**src/rtl/pulse_stretcher.sv**
```systemverilog
// Stretches 1-cycle event strobes into fixed-length LED blinks separated by a dark gap.
// Define PULSE_STRETCH_QUEUE_EN to queue events arriving mid-blink; otherwise they are dropped.
module pulse_stretcher #(
    parameter int unsigned ON_CYCLES  = 25_000_000,
    parameter int unsigned GAP_CYCLES = 12_500_000,
    parameter int unsigned PEND_W     = 3
) (
    input  logic              clock,
    input  logic              reset_n,
    input  logic              pulse_in,
    input  logic              clear_ovf,
    output logic              level_out,
    output logic              busy,
    output logic [PEND_W-1:0] pending,
    output logic              overflow,
    output logic [1:0]        state_dbg
);

    localparam int unsigned MAX_CYC = (ON_CYCLES > GAP_CYCLES) ? ON_CYCLES : GAP_CYCLES;
    localparam int unsigned TIMER_W = (MAX_CYC > 1) ? $clog2(MAX_CYC) : 1;
    localparam logic [TIMER_W-1:0] ON_LOAD  = TIMER_W'(ON_CYCLES - 1);
    localparam logic [TIMER_W-1:0] GAP_LOAD = TIMER_W'(GAP_CYCLES - 1);
    localparam logic [PEND_W-1:0]  PEND_MAX = '1;

    typedef enum logic [1:0] {
        S_IDLE = 2'd0,
        S_ON   = 2'd1,
        S_GAP  = 2'd2
    } state_e;

    state_e              state_q, state_d;
    logic [TIMER_W-1:0]  timer_q, timer_d;
    logic [PEND_W-1:0]   pend_q, pend_d;
    logic                level_q, level_d;
    logic                ovf_q, ovf_d;
    logic                timer_done;
    logic                evt_mid_blink;
    logic                lost;

    assign timer_done = (timer_q == '0);

    // Events that cannot start a blink right now: anywhere in ON, or in GAP before its last cycle.
    assign evt_mid_blink = pulse_in &&
                           ((state_q == S_ON) || ((state_q == S_GAP) && !timer_done));

    always_comb begin
        state_d = state_q;
        timer_d = timer_q;
        pend_d  = pend_q;
        lost    = 1'b0;

        unique case (state_q)
            S_IDLE: begin
                if (pulse_in) begin
                    state_d = S_ON;
                    timer_d = ON_LOAD;
                end
            end
            S_ON: begin
                if (timer_done) begin
                    state_d = S_GAP;
                    timer_d = GAP_LOAD;
                end else begin
                    timer_d = timer_q - 1'b1;
                end
            end
            S_GAP: begin
                if (timer_done) begin
                    if (pulse_in || (pend_q != '0)) begin
                        state_d = S_ON;
                        timer_d = ON_LOAD;
                        // A fresh event in the final cycle replaces the queued one it would consume.
                        if (!pulse_in) begin
                            pend_d = pend_q - 1'b1;
                        end
                    end else begin
                        state_d = S_IDLE;
                    end
                end else begin
                    timer_d = timer_q - 1'b1;
                end
            end
            default: begin
                state_d = S_IDLE;
                timer_d = '0;
            end
        endcase

        if (evt_mid_blink) begin
`ifdef PULSE_STRETCH_QUEUE_EN
            if (pend_q == PEND_MAX) begin
                lost = 1'b1;
            end else begin
                pend_d = pend_q + 1'b1;
            end
`else
            lost = 1'b1;
`endif
        end

        // A loss in the same cycle as a clear keeps the flag set.
        ovf_d   = lost | (ovf_q & ~clear_ovf);
        level_d = (state_d == S_ON);
    end

    always_ff @(posedge clock or negedge reset_n) begin
        if (!reset_n) begin
            state_q <= S_IDLE;
            timer_q <= '0;
            pend_q  <= '0;
            level_q <= 1'b0;
            ovf_q   <= 1'b0;
        end else begin
            state_q <= state_d;
            timer_q <= timer_d;
            pend_q  <= pend_d;
            level_q <= level_d;
            ovf_q   <= ovf_d;
        end
    end

    assign level_out = level_q;
    assign busy      = (state_q != S_IDLE);
    assign pending   = pend_q;
    assign overflow  = ovf_q;
    assign state_dbg = state_q;

endmodule
```
**config.mk**
```make
export PLATFORM = sky130hd
export DESIGN_NAME = pulse_stretcher
export DESIGN_NICKNAME = d
export VERILOG_FILES = /design/src/rtl/pulse_stretcher.sv
export SDC_FILE = /design/constraint.sdc
export NUM_CORES = 1
export LEC_CHECK = 0
export ABC_AREA = 1
export BUFFER_PORTS_ARGS = -buffer_cell sky130_fd_sc_hd__clkbuf_2
export CORE_UTILIZATION = 60
export CTS_CLUSTER_DIAMETER = 150
export DETAILED_ROUTE_END_ITERATION = 16
export PLACE_DENSITY = 0.85
export SETUP_SLACK_MARGIN = 0.15
export SLEW_MARGIN = 20
export SYNTH_ARGS = -nofsm -noshare
export SYNTH_HDL_FRONTEND = slang
export SYNTH_SLANG_ARGS = --single-unit
```
**constraint.sdc**
```tcl
create_clock -name clock -period 2.25 [get_ports clock]
set_input_delay 0.225 -clock clock [delete_from_list [all_inputs] [get_ports clock]]
set_output_delay 0.225 -clock clock [all_outputs]
set_load 0.02 [all_outputs]
```
==> impl_metrics.json, run 1 <==
{
  "synthesis.area_sq_um": 2178,
  "area_delta_synth_final_pct": 6.778,
  "cp_common_cell": "nand2_1",
  "grt_max_degree": 33,
  "slew_headroom_pct": 46.02,
  "fp.dieArea_sq_um": 3876,
  "clock_skew_ns": 0.007619,
  "numClockSinks": 32,
  "die_h_microns": 62.26,
  "slowest_delay_ns": 0.39,
  "grt_util_all_layers_pct": 29.16,
  "min_period_over_period_pct": 83.99,
  "gp_congestion": 0.9312,
  "ys.warnings.count": 0,
  "ys_seq_elements": 32,
  "synthDistinctLibCells": 31,
  "first_pass_iters": 4,
  "dpl.hpwl_microns": 3749,
  "powerDensity_nw_per_um2": 413.3,
  "io_pins": 12,
  "avgViaCountPerCell": 5.453,
  "hold_slack_ns": 0.04277,
  "rsz0062_at_grt": "false",
  "seqPwrFrac_pct": 60.0,
  "drt_iter0_markers": 210,
  "clk_latency_ns": 0.35,
  "power.total_mw": 0.9613,
  "power_frac_clock_pct": 37.7,
  "cp.arrival_ns": 2.13,
  "clock-root-buffer": "clkbuf_4",
  "switching_share_pct": 23.54,
  "drv_slew": 0,
  "stdcell_area_sq_um": 2326,
  "wire_per_inst_microns": 13.90,
  "antenna_found_initial": 0,
  "grt_overflow": 0,
  "synthCells": 312,
  "dp_slack_ns": 0.4446,
  "intPower_mw": 0.7350,
  "path_class": "reg -> reg",
  "combinationalPowerShare_pct": 2.3,
  "core-area_sq_um": 3416,
  "wirelength_microns": 5212,
  "maxCapViolations": 0,
  "grt_pass1_vias": 1914,
  "peakVddDrop_uv": 387.4,
  "vias": 2045,
  "nFillCells": 291,
  "worstSetupStartpointType": "flop",
  "clkTransAtPathRegs_ns": 0.10,
  "syn-mean-instance-area_sq_um": 6.982,
  "initial_core_util_pct": 63.77,
  "seq_area_frac_synth_pct": 36.76,
  "postRouteAntennaNets": 0,
  "cp-end-kind": "flop",
  "max_slew.worst_pin.slew_ns": 0.8098,
  "setup_viol": 0,
  "clockBufferDepth": 2,
  "cellLeakagePower_nw": 1.219,
  "h-tree-depth": 2,
  "antenna_cells": 0,
  "layout_min_cycle_time_ns": 1.890,
  "grt_first_pass_wirelength_microns": 8687,
  "setup_ws_ns": 0.3603,
  "path_cells": "inv_1, ha_1, nand2_1, nor2_1, nand2_1, o21ai_0, nand3b_1, nand2_1, nand2_1",
  "status": "finished clean",
  "p_switching_mw": 0.2263,
  "hold_viol_final": 0,
  "cts_tree": "built",
  "min_path_type": "in -> reg",
  "postCtsSetupRepairBufs": 0,
  "num_rows": 21,
  "synth_fp_nets": 320,
  "cp.required_ns": 2.49,
  "max_freq_mhz": 529.2,
  "drc": 0,
  "setup_tns_ns": 0,
  "portBuffers": 11,
  "drive_above_1_share_pct": 13.68,
  "cts_made_buffers": 5,
  "path_max_fanout": 6,
  "place_area_sq_um": 2257,
  "die_w_microns": 62.26,
  "slowest_stage": "dfrtp_1",
  "nets": 336
}
sequential cells by signal, summed over array words and instances, names as in the netlist:
name       count
overflow       1
timer_q       25
pending        3
state_dbg      2
level_out      1
cells in the final DEF (no fill, tap or decap), drive strengths merged:
cell / instances
o22ai: 1
xor2: 4
nor2: 50
dfrtp: 32
nand4: 3
inv: 30
o2111ai: 4
or2: 4
dlygate4sd3: 1
ha: 4
o211ai: 2
a21o: 1
o21ai: 18
clkbuf: 19
clkinv: 1
nand3b: 4
nand2: 123
nand3: 16
a21oi: 4
nor3b: 1
and2: 1
nor3: 3
xnor2: 3
layer usage:
layer	global-route usage, %	share of wire [%]	wire (microns)	vias to the layer above
met4	14.53	2.5	130	0
met2	45.60	45	2355	71
met5	0	0	0	-
li1	-	-	-	1018
met1	39.01	45	2347	944
met3	4.963	7.3	379	12
final cells by class:
cell class	count	area (sq um)	share of cell area [%]
tap	46	57.56	2.474
clock buffer	8	58.81	2.528
multi-input combinational	246	1227	52.77
timing repair buffer	12	65.06	2.797
inverter	31	116.4	5.003
sequential	32	800.8	34.43
per-stage QoR:
step | cells | utilization (%)
after floorplan | 312 | -
after global placement | 366 | 66.08
after detailed placement | 366 | 66.08
after CTS | 375 | 68.10
after global routing | 375 | 68.10
final | 375 | 68.10
synth_stat cells (all sizes together):
library cell	count	share of area, %
o21ai	18	4.1
ha	4	2.3
dfrtp	32	37
clkinv	1	0.17
o2111ai	4	1.6
o211ai	2	0.69
inv	30	5.2
a21o	1	0.34
and2	1	0.29
buf	3	1.6
or2	4	1.1
nand3	16	4.3
nor3b	1	0.34
a21oi	4	0.92
xnor2	3	1.2
nand3b	4	1.4
o22ai	1	0.29
nor2	50	11
xor2	4	1.6
nor3	3	0.69
nand2	123	23
nand4	3	1.6
what timing repair did:
item | 4_1_cts | 5_1_grt
gates resized for setup | 0 | 0
hold endpoints to repair | 32 | 0
hold buffers | 1 | 0
worst max-delay path: cells and delay by family, from the launching register on:
kind	cells	cell delay, ns
AND/OR/NAND/NOR	6	0.88
flip-flops	1	0.39
adder cells (fa/ha/maj)	1	0.24
AO/OA/AOI/OAI	1	0.17
buffers and inverters	1	0.12
power by group through the flow:
| stage | clock network (mW) | logic (mW) | registers, mW |
|---|---|---|---|
| floorplan | 0 | 0.00343 | 0.590 |
| detailed placement | 0 | 0.0218 | 0.588 |
| global route | 0.387 | 0.0256 | 0.577 |
| finish | 0.363 | 0.0221 | 0.577 |
| CTS | 0.369 | 0.0232 | 0.577 |
| global placement | 0 | 0.0216 | 0.588 |
kinds of logic after synthesis:
kind of cell,share of synthesized area [%]
and+or+nand+nor,43.25
DFF,36.76
adders and majority gates,2.298
AOI/OAI and AO/OA,7.984
xor gates and xnor gates,2.815
buffers and inverters,6.892
path summary, 6_finish.rpt:
path,slack (ns),cells after the start,endpoint,start
worst max-delay path,0.36,9,timer_q[18],timer_q[0]
worst min-delay path,0.04,2,overflow,clear_ovf
worst max register to register,0.36,9,timer_q[18],timer_q[0]
worst min register to register,0.50,1,pending[0],pending[0]
max in group asynchronous,1.26,2,state_dbg[0],reset_n
min in group asynchronous,0.49,2,timer_q[17],reset_n
Note: power is estimated with default switching activity, not from simulation.
==> run 2, diff against run 1 <==
==> constraint.sdc (replaced) <==
create_clock -name clock -period 1.8 [get_ports clock]
set_input_delay 0.18 -clock clock [delete_from_list [all_inputs] [get_ports clock]]
set_output_delay 0.18 -clock clock [all_outputs]
set_load 0.02 [all_outputs]
==> impl_metrics.json, run 2 (same netlist as run 1, synthesis figures left out) <==
{
  "switching_share_pct": 23.18,
  "setup_tns_ns": 0,
  "final_common_cell": "nand2_1",
  "cp.arrival_ns": 1.98,
  "worstSetupStartpointType": "flop",
  "clkTransAtPathRegs_ns": 0.10,
  "min_path_type": "in -> reg",
  "grt_first_pass_wirelength_microns": 9494,
  "grt_max_degree": 33,
  "postLayoutCoreUtil_pct": 80.99,
  "top_register": "timer_q",
  "largest_reg_flops": 25,
  "clk_latency_ns": 0.35,
  "slew_headroom_pct": 47.02,
  "drt_iter0_markers": 312,
  "path_class": "reg -> reg",
  "peakVddDrop_uv": 368.7,
  "antenna_cells": 0,
  "powerDensity_nw_per_um2": 432.8,
  "rsz0062_at_grt": "true",
  "hold_slack_ns": 0.01403,
  "h-tree-depth": 2,
  "cp-end-kind": "flop",
  "portBuffers": 11,
  "die_h_microns": 62.26,
  "initial_core_util_pct": 63.77,
  "setup_ws_ns": 0.04938,
  "gp_congestion": 0.9120,
  "maxCapViolations": 0,
  "area_delta_synth_final_pct": 27.00,
  "die_w_microns": 62.26,
  "place_area_sq_um": 2367,
  "intPower_mw": 0.9198,
  "layout_min_cycle_time_ns": 1.751,
  "wire_per_inst_microns": 15.83,
  "most-common-layout-cells": "nand2_1, buf_4, dfrtp_1",
  "numClockSinks": 32,
  "antenna_found_initial": 0,
  "cp.required_ns": 2.03,
  "avgViaCountPerCell": 5.815,
  "p_switching_mw": 0.2775,
  "max_slew.worst_pin.slew_ns": 0.7947,
  "setup_viol": 0,
  "drv_slew": 0,
  "clock-root-buffer": "clkbuf_4",
  "drive_above_1_share_pct": 31.32,
  "stdcell_area_sq_um": 2766,
  "dp_slack_ns": -0.04830,
  "grt_pass1_vias": 2023,
  "grt_overflow": 0,
  "power.total_mw": 1.197,
  "clock_skew_ns": 0.006747,
  "place_inst": 380,
  "postRouteAntennaNets": 0,
  "num_rows": 21,
  "max_freq_mhz": 571.2,
  "vias": 2384,
  "cellLeakagePower_nw": 1.422,
  "nets": 371,
  "io_pins": 12,
  "power_frac_clock_pct": 37.3,
  "path_max_fanout": 5,
  "first_pass_iters": 6,
  "status": "finished clean",
  "hold_viol_final": 0,
  "cts_made_buffers": 5,
  "core-area_sq_um": 3416,
  "grt_util_all_layers_pct": 31.57,
  "cts_tree": "built",
  "wirelength_microns": 6492,
  "drc": 0,
  "combinationalPowerShare_pct": 2.6,
  "seqPwrFrac_pct": 60.2,
  "fp.dieArea_sq_um": 3876,
  "fin_cells": 410,
  "min_period_over_period_pct": 97.26,
  "dpl.hpwl_microns": 3954,
  "clockBufferDepth": 2
}
## run 2: changes by cell type in the layout (fill, tap and decap cells not counted), sizes merged
| cell | previous run | this run |
|---|---|---|
| buf | 0 | 34 |
| clkinvlp | 0 | 1 |
## run 2: final cells by class
cell class / instances / area, sq um
Clock buffer: 8 / 58.81
Fill cell: 214 / 649.4
Inverter: 31 / 128.9
Multi-Input combinational cell: 246 / 1390
Sequential cell: 32 / 804.5
Tap cell: 46 / 57.56
Timing Repair Buffer: 46 / 320.3
Timing Repair inverter: 1 / 6.256
## run 2: worst paths after layout
path / startpoint / to / slack (ns) / cells past startpoint
max: timer_q[16] / timer_q[12] / 0.05 / 9
min: clear_ovf / overflow / 0.01 / 2
max reg2reg: timer_q[16] / timer_q[12] / 0.05 / 9
min reg2reg: timer_q[0] / timer_q[0] / 0.53 / 2
max in group asynchronous: reset_n / timer_q[3] / 0.81 / 2
min in group asynchronous: reset_n / timer_q[16] / 0.44 / 2
## run 2: power by group through the flow
stage          clock network, mW  logic [mW]  registers (mW)
2_1_floorplan                  0     0.00474           0.737
3_3_place_gp                   0      0.0274           0.735
3_5_place_dp                   0      0.0279           0.735
4_1_cts                    0.453      0.0296           0.721
5_1_grt                    0.475      0.0353           0.721
6_report                   0.446      0.0308           0.720
## run 2: what timing repair did
action | CTS | global route
pin swaps | 10 | 11
hold endpoints to repair | 32 | 0
setup buffers | 9 | 11
gates cloned | 0 | 1
setup endpoints to repair | 25 | 31
hold buffers | 1 | 0
gates resized for setup | 24 | 31
## run 2: routing by layer
| metal | part of all wire (%) | GRT usage [%] | vias up |
|---|---|---|---|
| met2 | 48 | 51.37 | 136 |
| li1 | - | - | 1092 |
| met5 | 0 | 0 | - |
| met4 | 3.8 | 12.79 | 0 |
| met1 | 40 | 41.87 | 1117 |
| met3 | 8.3 | 5.147 | 39 |
## run 2: worst max-delay path: stages (launching register included)
cell and delay (ns):
dfrtp_1 0.45, nor2_2 0.14, nand2_1 0.09, inv_2 0.07, nand2_2 0.07, nor2_4 0.20, nand4_4 0.19, nand3_4 0.22
buf_4 0.15, o21ai_0 0.06
